### src/rtl/vdp_pkg.sv
`default_nettype none
// +-----------------------------------------------------------------------+
// | vdp_pkg : shared constants for the VDP text-mode path                 |
// | Rev 1.0 : initial release                                             |
// +-----------------------------------------------------------------------+
package vdp_pkg;
  localparam int CELL_W        = 8;
  localparam int GLYPH_H       = 8;
  localparam int CODE_LSB      = 0;
  localparam int FG_LSB        = 8;
  localparam int BG_LSB        = 12;
  localparam int PIXEL_LATENCY = 9;
  localparam int CI_W          = 4;
endpackage
`default_nettype wire

### src/rtl/text_cell_shifter.sv
`default_nettype none
// +-----------------------------------------------------------------------+
// | text_cell_shifter : glyph row serialiser with fg/bg select            |
// | Rev 1.0 : initial release                                             |
// +-----------------------------------------------------------------------+
module text_cell_shifter
  import vdp_pkg::*;
#(
  parameter logic [CI_W-1:0] BORDER = 4'h0
) (
  input  logic              clk,
  input  logic              reset,
  input  logic              load,
  input  logic [CELL_W-1:0] pat,
  input  logic [CI_W-1:0]   fg,
  input  logic [CI_W-1:0]   bg,
  input  logic              valid,
  output logic [CI_W-1:0]   pix_colour,
  output logic              pix_active
);

  logic [CELL_W-1:0] shifter;
  logic [CI_W-1:0]   fg_a;
  logic [CI_W-1:0]   bg_a;
  logic              act;

  // The output register sees the pre-load state, so a cell loaded on the
  // edge ending p==7 drives its first pixel one edge later.
  always_ff @(posedge clk) begin
    if (reset) begin
      shifter    <= '0;
      fg_a       <= '0;
      bg_a       <= '0;
      act        <= 1'b0;
      pix_colour <= BORDER;
      pix_active <= 1'b0;
    end else begin
      pix_colour <= act ? (shifter[CELL_W-1] ? fg_a : bg_a) : BORDER;
      pix_active <= act;
      if (load) begin
        shifter <= pat;
        fg_a    <= fg;
        bg_a    <= bg;
        act     <= valid;
      end else begin
        shifter <= {shifter[CELL_W-2:0], 1'b0};
      end
    end
  end

endmodule
`default_nettype wire

### src/rtl/text_mode_renderer.sv
`default_nettype none
// +-----------------------------------------------------------------------+
// | text_mode_renderer : screen RAM + font ROM fetch, 8-pixel serialiser  |
// | Rev 1.0 : initial release                                             |
// +-----------------------------------------------------------------------+
module text_mode_renderer
  import vdp_pkg::*;
#(
  parameter int               COLS   = 32,
  parameter int               ROWS   = 24,
  parameter int               ADDR_W = 10,
  parameter logic [CI_W-1:0]  BORDER = 4'h0
) (
  input  logic              clk,
  input  logic              reset,
  input  logic [8:0]        hpos,
  input  logic [8:0]        vpos,
  input  logic              display_on,
  output logic [ADDR_W-1:0] ram_addr,
  output logic              ram_re,
  input  logic [15:0]       ram_data,
  output logic [7:0]        font_code,
  output logic [2:0]        font_yofs,
  input  logic [7:0]        font_bits,
  output logic [CI_W-1:0]   pix_colour,
  output logic              pix_active
);

  localparam logic [8:0] COLS_V = 9'(COLS);
  localparam logic [8:0] ROWS_V = 9'(ROWS);

  logic [2:0]        p;
  logic [5:0]        col;
  logic [5:0]        row;
  logic              cell_ok;
  logic [ADDR_W-1:0] cell_addr;

  assign p         = hpos[2:0];
  assign col       = hpos[8:3];
  assign row       = vpos[8:3];
  assign cell_ok   = display_on && ({3'b000, col} < COLS_V) && ({3'b000, row} < ROWS_V);
  assign cell_addr = ADDR_W'(row) * ADDR_W'(COLS) + ADDR_W'(col);

  logic              valid_s1;
  logic              valid_s2;
  logic              valid_q;
  logic [CI_W-1:0]   fg_s2;
  logic [CI_W-1:0]   bg_s2;
  logic [CI_W-1:0]   fg_q;
  logic [CI_W-1:0]   bg_q;
  logic [CELL_W-1:0] pat_q;

  // Fetch pipeline: address at p0, RAM data at p2, font row at p3.
  always_ff @(posedge clk) begin
    if (reset) begin
      ram_addr  <= '0;
      ram_re    <= 1'b0;
      valid_s1  <= 1'b0;
      font_code <= '0;
      font_yofs <= '0;
      fg_s2     <= '0;
      bg_s2     <= '0;
      valid_s2  <= 1'b0;
      pat_q     <= '0;
      fg_q      <= '0;
      bg_q      <= '0;
      valid_q   <= 1'b0;
    end else begin
      if (p == 3'd0) begin
        valid_s1 <= cell_ok;
        ram_re   <= cell_ok;
        if (cell_ok) ram_addr <= cell_addr;
      end
      if (p == 3'd2) begin
        font_code <= ram_data[CODE_LSB +: 8];
        font_yofs <= vpos[2:0];
        fg_s2     <= ram_data[FG_LSB +: CI_W];
        bg_s2     <= ram_data[BG_LSB +: CI_W];
        valid_s2  <= valid_s1;
      end
      if (p == 3'd3) begin
        pat_q   <= font_bits;
        fg_q    <= fg_s2;
        bg_q    <= bg_s2;
        valid_q <= valid_s2;
        ram_re  <= 1'b0;
      end
    end
  end

  text_cell_shifter #(
    .BORDER (BORDER)
  ) u_shifter (
    .clk        (clk),
    .reset      (reset),
    .load       (p == 3'd7),
    .pat        (pat_q),
    .fg         (fg_q),
    .bg         (bg_q),
    .valid      (valid_q),
    .pix_colour (pix_colour),
    .pix_active (pix_active)
  );

endmodule
`default_nettype wire

### config.mk
export PLATFORM = sky130hd
export DESIGN_NAME = text_mode_renderer
export DESIGN_NICKNAME = d
export VERILOG_FILES = /design/src/rtl/vdp_pkg.sv /design/src/rtl/text_cell_shifter.sv /design/src/rtl/text_mode_renderer.sv
export SDC_FILE = /design/constraint.sdc
export NUM_CORES = 1
export LEC_CHECK = 0
export ABC_AREA = 1
export BUFFER_PORTS_ARGS = -buffer_cell sky130_fd_sc_hd__buf_4
export CAP_MARGIN = 40
export CORE_ASPECT_RATIO = 1.1
export CORE_MARGIN = 2
export CORE_UTILIZATION = 45
export CTS_CLUSTER_SIZE = 12
export DETAILED_ROUTE_END_ITERATION = 8
export PLACE_DENSITY = 0.71
export SYNTH_ARGS = -nofsm -noshare
export SYNTH_HDL_FRONTEND = slang
export SYNTH_HIERARCHICAL = 1
export SYNTH_SLANG_ARGS = --single-unit
export TNS_END_PERCENT = 50
### constraint.sdc
create_clock -name clk -period 1.2 [get_ports clk]
set_input_delay 0.3 -clock clk [delete_from_list [all_inputs] [get_ports clk]]
set_output_delay 0.3 -clock clk [all_outputs]
set_load 0.03 [all_outputs]
==> impl_summary.log <==
INFO  metric fp.coreArea = 5700 sq um
INFO  metric path_cells = buf_4
INFO  metric grt_antenna_before_repair = 0
INFO  metric synth.yosys.warnings = 6
INFO  metric cp_slowest_stage_delay = 0.36 ns
INFO  metric num-fill-cells = 496
INFO  metric placedInstanceArea = 3280 sq um
INFO  metric n_antenna_cell = 0
INFO  metric finalSetupViolCount = 0
INFO  metric rsz_0062_raised_after_global_routing = false
INFO  metric grt_util_met2 = 25.0%
INFO  metric routedWlPerCell = 10.3 um
INFO  metric grtUsageMet1 = 22.5%
INFO  metric final-hold-violation-count = 0
INFO  metric ctsLongestPathBuffers = 2
INFO  metric worst_ep_arrival_time = 0.87 ns
INFO  metric tritoncts_clock_tree = yes
INFO  metric dpl_worst_slack = -0.0857 ns
INFO  metric finalClockSkew = 0.00564 ns
INFO  metric post_cts_hold_buffer_count = 0
INFO  metric r2r_cells = 3
INFO  metric reg2reg_slack = 0.46 ns
INFO  metric critical_path.endpoint_type = output pin
INFO  metric drv.max_cap_violation_count = 0
INFO  metric setup_slack = 0.0341 ns
INFO  metric postCtsSetupBuffers = 0
INFO  metric finalCriticalPeriod = 1.17 ns
INFO  metric fp.dieH = 84.1 um
INFO  metric hpwlAfterDp = 3.50 mm
INFO  metric yosysUniqueCellTypes = 21
INFO  metric final_area = 3520 sq um
INFO  metric required = 0.90 ns
INFO  metric critical-path-slowest-cell = dfxtp_1
INFO  metric drt_wl_total = 5.12 mm
INFO  metric critical_path_depth = 1
INFO  metric route.detailed.vias_per_inst = 4.61
INFO  metric drt-initial-drc-count = 133
INFO  metric port_buffers = 71
INFO  metric worst_hold_startpoint = reset
INFO  metric initial_utilization = 46.1%
INFO  metric drc = 0
INFO  metric detail-route-antenna-nets = 0
INFO  metric postSynthNetCount = 388
INFO  metric relSlewSlack = 79.2%
INFO  metric post-layout-total-power = 5.18 mW
INFO  metric clock-root-buffer = clkbuf_8
INFO  metric floorplan.die.width = 76.9 um
INFO  metric dpl.cell_count = 481
INFO  metric capturing_point_of_the_worst_reg2reg_path = u_shifter/pix_colour[3]
INFO  metric critical_path.reg2reg.startpoint = u_shifter/shifter[7]
INFO  metric worstSetupPathType = flip-flop to output pin
INFO  metric ir_drop = 0.00110 V
INFO  metric grt-ovfl-total = 0
INFO  metric critical_path.startpoint = ram_addr[8]
INFO  metric placementRows = 29
INFO  metric finalHoldWorstSlack = 0.163 ns
INFO  metric fin_cells = 497
INFO  metric cellLeakagePower = 1.62 nW
INFO  metric globalRouteMet3Util = 6.24%
INFO  metric grt_first_pass_wirelength = 8.97 mm
INFO  metric yosysTopAreaCellShare = 54.1%
INFO  metric dieArea = 6470 sq um
INFO  metric worst_hold_path_type = primary input to flip-flop
INFO  metric layout_cells_sized_above_1 = 24.3%
INFO  metric floorplan.io_pins = 72
INFO  metric numClockSinks = 71
INFO  metric clk_latency = 0.34 ns
INFO  metric worstSetupEndpoint = ram_addr[8]
INFO  metric cts-buffers-inserted = 9
INFO  metric grt_max_degree = 41
INFO  metric ctsHtreeMaxLevel = 3
INFO  metric timing.final.max_slew_violations = 0
INFO  metric syn_area = 2630 sq um
INFO  metric worst-path-buf-inv = 1
INFO  metric worst-slew-pin-transition = 0.309 ns
INFO  metric synth.yosys.seq_area_share = 54.1%
INFO  metric fmax = 858 MHz
INFO  metric setup_crit_start_kind = flip-flop
INFO  metric post_synth_main_area_contributors = dfxtp_1, nor2_1, a21oi_1
INFO  metric synth.ff_latch_count = 71
INFO  metric vias = 2290
INFO  metric synthDominantAreaCellType = dfxtp_1
INFO  metric min_period_over_period = 97.2%
INFO  metric timing.critical_path.fanout_max = 2
INFO  metric result_of_the_run = finished, final reports clean
INFO  metric grt.total_usage = 17.1%
INFO  metric drt_first_pass_iters = 4
INFO  metric worst_setup_hold_path_clk_slew = 0.07 ns
INFO  metric post_cts_resized = 0
INFO  metric postSynthCellCount = 341
INFO  metric nNetsFinal = 462
INFO  metric syn-mean-instance-area = 7.71 sq um
INFO  metric cp_top_family = flip-flops
INFO  metric power.density = 1470 nW/um^2
INFO  metric globalRoute.busiestLayer = met2
INFO  metric synthToLayoutAreaGrowth = 34.1%
INFO  metric gp_congestion = 0.742
INFO  metric grt_pass1_vias = 2095
## cells in the final DEF (no fill, tap or decap)
cell type / n
nor2_1: 76
buf_4: 74
dfxtp_1: 71
nand2_1: 37
inv_1: 37
a21oi_1: 33
o21ai_0: 32
o21ai_1: 21
clkbuf_8: 12
nand3_1: 5
buf_12: 5
inv_2: 4
nor2_2: 2
nand4_1: 2
ha_1: 2
bufinv_16: 2
nor2_4: 1
xnor2_1: 1
nor3_1: 1
clkinv_4: 1
clkinvlp_4: 1
## metrics by stage
step | utilization (%) | setup TNS (ns)
6_report | 61.8 | 0
5_1_grt | 61.8 | 0
4_1_cts | 61.8 | 0
3_5_place_dp | 57.6 | -1.05
3_3_place_gp | 57.6 | -0.697
2_1_floorplan | - | 0
## power breakdown
| part | internal, mW | switching, mW |
|---|---|---|
| clock network | 1.34 | 0.864 |
| registers | 2.45 | 0.0438 |
| logic | 0.228 | 0.250 |
| total | 4.02 | 1.16 |
## registers in the layout, summed over array words and instances (netlist names)
name / count
bg_q: 4
bg_s2: 4
fg_q: 4
fg_s2: 4
font_code: 8
font_yofs: 3
pat_q: 8
ram_addr: 10
ram_re: 1
u_shifter/act: 1
u_shifter/bg_a: 4
u_shifter/fg_a: 4
u_shifter/pix_active: 1
u_shifter/pix_colour: 4
u_shifter/shifter: 8
valid_q: 1
valid_s1: 1
valid_s2: 1
## cell usage after synthesis
library cell  instances
inv_1                37
ha_1                  2
inv_2                 4
nor2_1               76
buf_1                 2
dfxtp_1              71
a21oi_1              33
o21ai_0              32
clkbuf_1              1
clkbuf_4              1
o21ai_1              21
buf_2                 6
xnor2_1               1
nor3_1                1
nor2_4                1
nand2_1              37
buf_6                 1
nand4_1               2
nor2_2                2
buf_4                 5
nand3_1               5
## worst min path at each step
stage	end	cells past startpoint
global route	u_shifter/shifter[0]	2
floorplan	u_shifter/shifter[0]	1
CTS	u_shifter/shifter[0]	2
global placement	font_code[7]	2
finish	u_shifter/shifter[0]	2
detailed placement	font_code[7]	2
## logic make-up after synthesis
| kind of cell | synth area share [%] |
|---|---|
| simple gates | 18.7 |
| compound gates | 16.4 |
| flops | 54.1 |
| buf+inv | 9.57 |
| fa+ha+maj | 0.952 |
| xor+xnor | 0.333 |
## area by class of cell
type	count	area, sq um	share of cell area, %
inverter	41	154	4.37
tap	77	96.3	2.73
clock buffer	12	165	4.69
sequential	71	1420	40.3
clock inverter	4	76.3	2.17
timing repair buffer	79	656	18.6
multi-input combinational	213	955	27.1
## metal layers
metal  up-vias  share of wire, %
li1       1223                 -
met1       987                46
met2        71                44
met3         9               7.5
met4         0               1.7
met5         -                 0
(Power assumes the default switching activity.)
